$ cat src/rtl/turbo_pkg.sv
// Shared constants, interleaver permutation, RSC state type and trellis helpers
// for the rate-1/3 turbo encoder front end.
package turbo_pkg;

  localparam int BYTE_W  = 32'sd8;
  localparam int RSC_MEM = 32'sd2;

  // Bit-reversal of the 3-bit index: intr[i] = data[INTR_PERM[i]]
  localparam logic [2:0] INTR_PERM [0:BYTE_W-1] =
    '{3'd0, 3'd4, 3'd2, 3'd6, 3'd1, 3'd5, 3'd3, 3'd7};

  typedef struct packed {
    logic s1;
    logic s2;
  } rsc_state_t;

  function automatic logic [BYTE_W-1:0] interleave(input logic [BYTE_W-1:0] d);
    logic [BYTE_W-1:0] r;
    r = '0;
    for (int i = 32'sd0; i < BYTE_W; i++) begin
      r[i] = d[INTR_PERM[i]];
    end
    return r;
  endfunction

  function automatic logic rsc_feedback(input logic u, input rsc_state_t s);
    return u ^ s.s1 ^ s.s2;
  endfunction

  function automatic logic rsc_parity(input logic u, input rsc_state_t s);
    return rsc_feedback(u, s) ^ s.s2;
  endfunction

endpackage

$ cat src/rtl/turbo_encoder_top_rsc.sv
// Recursive systematic convolutional encoder, feedback 1+D+D^2, feedforward 1+D^2.
// Clear has priority over the state update on the same edge.
import turbo_pkg::*;

module rsc_encoder (
  input  logic clk,
  input  logic rst,
  input  logic enable,
  input  logic clear,
  input  logic u,
  output logic parity
);

  rsc_state_t state_r;

  // trellis state register
  always_ff @(posedge clk or negedge rst) begin
    if (!rst) begin
      state_r <= '0;
    end else if (clear) begin
      state_r <= '0;
    end else if (enable) begin
      state_r <= '{s1: rsc_feedback(u, state_r), s2: state_r.s1};
    end else begin
      state_r <= state_r;
    end
  end

  assign parity = rsc_parity(u, state_r);

endmodule

$ cat src/rtl/turbo_encoder_top.sv
// Turbo encoder front end: deserialise, interleave, re-serialise, two RSC encoders.
// Optional macro TURBO_TRELLIS_RESET_EN restarts both trellises from zero on every byte load.
import turbo_pkg::*;

module turbo_encoder_top (
  input  logic              clk,
  input  logic              rst,
  input  logic              serial_in,
  output logic [BYTE_W-1:0] data_out,
  output logic              byte_valid,
  output logic [BYTE_W-1:0] intr,
  output logic              intr_ready,
  output logic [3:0]        count,
  output logic [BYTE_W-1:0] data_out1,
  output logic              intr_ready_r,
  output logic              intr_ready_2r,
  output logic              intr_ready_3r,
  output logic              rsc1_in1,
  output logic              rsc_in2,
  output logic              sys_in,
  output logic              parity1,
  output logic              parity2,
  output logic [2:0]        encoded_data
);

  logic [BYTE_W-1:0] shift_r;
  logic [BYTE_W-2:0] sh1_r;
  logic [BYTE_W-2:0] sh2_r;
  logic [2:0]        ser_cnt_r;
  logic              active_r;
  logic              u1_s;
  logic              u2_s;
  logic              clear_s;

  // deserialiser: shift in MSB first, capture on the 8th bit
  always_ff @(posedge clk or negedge rst) begin
    if (!rst) begin
      shift_r    <= '0;
      count      <= 4'd0;
      data_out   <= '0;
      byte_valid <= 1'b0;
    end else begin
      shift_r <= {shift_r[BYTE_W-2:0], serial_in};
      if (count == 4'd7) begin
        count      <= 4'd0;
        data_out   <= {shift_r[BYTE_W-2:0], serial_in};
        byte_valid <= 1'b1;
      end else begin
        count      <= count + 4'd1;
        byte_valid <= 1'b0;
      end
    end
  end

  // interleaver register and ready delay chain
  always_ff @(posedge clk or negedge rst) begin
    if (!rst) begin
      intr          <= '0;
      intr_ready    <= 1'b0;
      intr_ready_r  <= 1'b0;
      intr_ready_2r <= 1'b0;
      intr_ready_3r <= 1'b0;
    end else begin
      if (byte_valid) begin
        intr <= interleave(data_out);
      end else begin
        intr <= intr;
      end
      intr_ready    <= byte_valid;
      intr_ready_r  <= intr_ready;
      intr_ready_2r <= intr_ready_r;
      intr_ready_3r <= intr_ready_2r;
    end
  end

  // serialiser: load MSB on intr_ready, then shift out the remaining 7 bits
  always_ff @(posedge clk or negedge rst) begin
    if (!rst) begin
      data_out1 <= '0;
      rsc1_in1  <= 1'b0;
      rsc_in2   <= 1'b0;
      sh1_r     <= '0;
      sh2_r     <= '0;
      ser_cnt_r <= 3'd0;
      active_r  <= 1'b0;
    end else if (intr_ready) begin
      data_out1 <= data_out;
      rsc1_in1  <= data_out[BYTE_W-1];
      rsc_in2   <= intr[BYTE_W-1];
      sh1_r     <= data_out[BYTE_W-2:0];
      sh2_r     <= intr[BYTE_W-2:0];
      ser_cnt_r <= 3'd0;
      active_r  <= 1'b1;
    end else if (active_r && (ser_cnt_r != 3'd7)) begin
      rsc1_in1  <= sh1_r[BYTE_W-2];
      rsc_in2   <= sh2_r[BYTE_W-2];
      sh1_r     <= {sh1_r[BYTE_W-3:0], 1'b0};
      sh2_r     <= {sh2_r[BYTE_W-3:0], 1'b0};
      ser_cnt_r <= ser_cnt_r + 3'd1;
    end else begin
      active_r  <= 1'b0;
    end
  end

  // idle serialiser presents zero to the encoders; the held output bit stays visible
  assign u1_s = active_r & rsc1_in1;
  assign u2_s = active_r & rsc_in2;

`ifdef TURBO_TRELLIS_RESET_EN
  assign clear_s = intr_ready;
`else
  assign clear_s = 1'b0;
`endif

  rsc_encoder u_rsc1 (
    .clk    (clk),
    .rst    (rst),
    .enable (active_r),
    .clear  (clear_s),
    .u      (u1_s),
    .parity (parity1)
  );

  rsc_encoder u_rsc2 (
    .clk    (clk),
    .rst    (rst),
    .enable (active_r),
    .clear  (clear_s),
    .u      (u2_s),
    .parity (parity2)
  );

  assign sys_in       = rsc1_in1;
  assign encoded_data = {sys_in, parity1, parity2};

endmodule

$ cat config.mk
export PLATFORM = sky130hd
export DESIGN_NAME = turbo_encoder_top
export DESIGN_NICKNAME = d
export VERILOG_FILES = /design/src/rtl/turbo_pkg.sv /design/src/rtl/turbo_encoder_top_rsc.sv /design/src/rtl/turbo_encoder_top.sv
export SDC_FILE = /design/constraint.sdc
export NUM_CORES = 1
export LEC_CHECK = 0
export BUFFER_PORTS_ARGS = -buffer_cell sky130_fd_sc_hd__buf_2
export CORE_MARGIN = 2
export CORE_UTILIZATION = 43
export CTS_BUF_LIST = sky130_fd_sc_hd__clkbuf_16
export CTS_CLUSTER_SIZE = 40
export DETAILED_ROUTE_END_ITERATION = 10
export SLEW_MARGIN = 10
export SYNTH_ARGS = -nofsm -noshare
export SYNTH_HDL_FRONTEND = slang
export SYNTH_SLANG_ARGS = --single-unit
$ cat constraint.sdc
create_clock -name clk -period 1.95 [get_ports clk]
set_clock_uncertainty 0.15 [all_clocks]
set_input_delay 0.2925 -clock clk [delete_from_list [all_inputs] [get_ports clk]]
set_output_delay 0.2925 -clock clk [all_outputs]
set_load 0.05 [all_outputs]
==> impl_metrics.tcl <==
set metrics [dict create \
    run_status "completed" \
    grt_start_max_net_pins 65 \
    gr-usage-all-layers_pct 15.41 \
    count_of_input_and_output_buffers 43 \
    layout.area.seq_um2 1605 \
    flow.area_growth_from_synthesis_pct 25.05 \
    cp_delay_by_family_top "flip-flops" \
    final_util_pct 55.92 \
    detail_route.wl_per_cell_um 13.15 \
    dpl.hpwl_um 2822 \
    mappedNetlistNets 195 \
    crit_chain "nand2_1, xnor2_4, buf_2" \
    gp_congestion 0.7574 \
    summed_instance_area_of_the_synthesized_netlist_um2 2462 \
    cp_max_fo 8 \
    fin_crit_sh_pct 92.89 \
    clock.fmax_mhz 552.1 \
    r2r_setup_slack_ns 0.24 \
    crit_cells 3 \
    timing.hold.worst.class "register to register" \
    final_critical_path_setup_slack_ns 0.1387 \
    tritoncts "yes" \
    floorplan.io_pins 44 \
    drc 0 \
    cp-start-kind "register" \
    cts_made_buffers 9 \
    highest_count_cells_in_the_layout_ignoring_fill_and_taps "dfrtp_1 (61), buf_2 (43), nand2_1 (26)" \
    std_cell_rows 27 \
    worstMarginPinSlew_ns 0.4208 \
    cts_max_level 3 \
    vias_per_cell 4.768 \
    worst_hold_slack_ns 0.2151 \
    clockRootBuffer "clkbuf_16" \
    synth-seq-area-share_pct 65.04 \
    multi_input_area_um2 779.5 \
    filler_cell_count 476 \
    hp-start "intr_ready_r$_DFF_PN0_" \
    final_setup_fails 0 \
    ys_warn_count 0 \
    hold_path_depth 0 \
    grt_pass1_wl_um 7251 \
    timing.critical_path.to_type "output pin" \
    final_common_cell "dfrtp_1" \
    initial_utilization_pct 44.72 \
    post_route_cells_drive_above_1_share_pct 34.71 \
    grt_pass1_vias 1439 \
    diodes 0 \
    total_leakage_power_nw 1.565 \
    arrival_ns 1.37 \
    worstPathBufferInverterCount 1 \
    antenna_found_initial 0 \
    hold_viol_final 0 \
    cts.path.max_buffers 2 \
    timing.slew.headroom_pct 71.94 \
    grt_setup_unrepaired "no" \
    setup_total_negative_slack_ns 0 \
    ff2ff_path_depth 6 \
    worst_r2r_startpoint "ser_cnt_r[0]$_DFFE_PN0P_" \
    post_synth_num_cell_types 23 \
    die_width_um 79.68 \
    endpoint_of_the_worst_register_to_register_path "sh2_r[4]$_DFFE_PN0P_" \
    die_h_um 79.68 \
    design.core.area_um2 5507 \
    clkTransAtPathRegs_ns 0.05 \
    drtPass1Iterations 6 \
    post_cts.repair.setup_buffers 0 \
    power_mw 3.554 \
    timing.critical_path.required_ns 1.51 \
    design.die.area_um2 6348 \
    whs_endpoint "intr_ready_2r$_DFF_PN0_" \
    final.min_clock_period_ns 1.811 \
    p_per_area_nw_per_um2 1154 \
    insertion_delay_ns 0.32 \
    cp_slowest_stage_delay_ns 0.47 \
    yosys_register_bits 64 \
    postSynthAreaPerCell_um2 13.03 \
    pre_cts_ws_ns 0.2311 \
    slew_violations 0 \
    antenna_violating_nets_post_route 0 \
    drt_iter0_markers 114 \
    critical_path.slowest_cell "dfrtp_2" \
    grt_overflow_total 0 \
    ir_drop_v 0.0006637 \
    finish.net_count 243 \
    drt_wl_total_um 4130 \
    synth_cells 189 \
    tritoncts_num_sinks 64 \
    routed-via-count 1497 \
    drv_cap 0 \
    worstSetupPathType "register to output pin" \
]
-- kinds of logic after synthesis --
family | Yosys count | share of synthesized area (%)
flip-flops | 64 | 65.04
AND/OR/NAND/NOR | 34 | 6.250
multiplexers | 32 | 13.92
AO/OA/AOI/OAI | 27 | 5.590
buffers and inverters | 21 | 4.827
XOR/XNOR | 8 | 2.846
adder cells (fa/ha/maj) | 3 | 1.525
-- flip-flops by register name, summed over array words and instances, names as in the netlist --
| name | count |
|---|---|
| rsc1_in1 | 1 |
| shift_r | 7 |
| ser_cnt_r | 3 |
| intr_ready | 1 |
| u_rsc1.state_r | 2 |
| rsc_in2 | 1 |
| sh1_r | 7 |
| sh2_r | 7 |
| count | 4 |
| intr | 8 |
| intr_ready_3r | 1 |
| data_out | 8 |
| active_r | 1 |
| u_rsc2.state_r | 2 |
| intr_ready_r | 1 |
| data_out1 | 8 |
| intr_ready_2r | 1 |
| byte_valid | 1 |
-- routing by layer --
layer  share of wire [%]  track usage (%)
met1                  49            21.00
met2                  46            22.10
met3                 4.2            3.959
met4                 1.0            9.310
met5                   0                0
-- power by group --
part | switching [mW] | internal, mW | total, mW
clock network | 0.514 | 0.964 | 1.48
logic | 0.387 | 0.191 | 0.578
registers | 0.0847 | 1.41 | 1.50
total | 0.986 | 2.57 | 3.55
-- cell type report --
class	instances	share of cell area [%]
clock buffers	9	7.314
well taps	72	2.926
repair buffers	49	9.427
multi-input cells	104	25.31
clock inverters	7	1.788
inverters	9	1.097
flip-flops and latches	64	52.13
-- per-stage QoR --
stage	cells	cell area (µm²)
3_3_place_gp	296	2778
5_1_grt	314	3079
6_report	314	3079
3_5_place_dp	296	2778
2_1_floorplan	189	2502
4_1_cts	314	3079
-- timing repair --
| item | CTS | global route |
|---|---|---|
| setup endpoints to repair | 2 | 0 |
| resized for setup | 1 | 0 |
| hold endpoints to repair | 65 | 0 |
| hold buffers | 2 | 0 |
-- synthesized netlist by cell type --
cell type	number	area share (%)
dfrtp_1	64	65
nand2_1	26	4.0
mux2_2	18	8.2
o21ai_0	18	3.7
mux2i_1	14	5.7
inv_1	9	1.4
o21ai_1	6	1.2
xnor2_1	5	1.8
buf_4	4	1.2
buf_6	3	1.4
clkbuf_1	3	0.46
ha_1	3	1.5
xor2_1	3	1.1
a21oi_1	2	0.41
buf_2	2	0.41
nor2_1	2	0.30
a21o_1	1	0.30
and2b_1	1	0.30
nand2b_1	1	0.25
nand2b_4	1	0.56
nand3_1	1	0.20
nor2_4	1	0.46
nor3_1	1	0.20
-- worst max-delay path by stage --
stage	start	end	slack, ns
finish	active_r$_DFFE_PN0P_	parity2	0.14
floorplan	count[0]$_DFF_PN0_	data_out[0]$_DFFE_PN0N_	0.09
global route	active_r$_DFFE_PN0P_	encoded_data[0]	0.04
detailed placement	ser_cnt_r[0]$_DFFE_PN0P_	sh2_r[4]$_DFFE_PN0P_	0.23
CTS	active_r$_DFFE_PN0P_	parity2	0.11
global placement	ser_cnt_r[0]$_DFFE_PN0P_	sh2_r[4]$_DFFE_PN0P_	0.27
No activity file was read; power rests on OpenSTA's default activity.
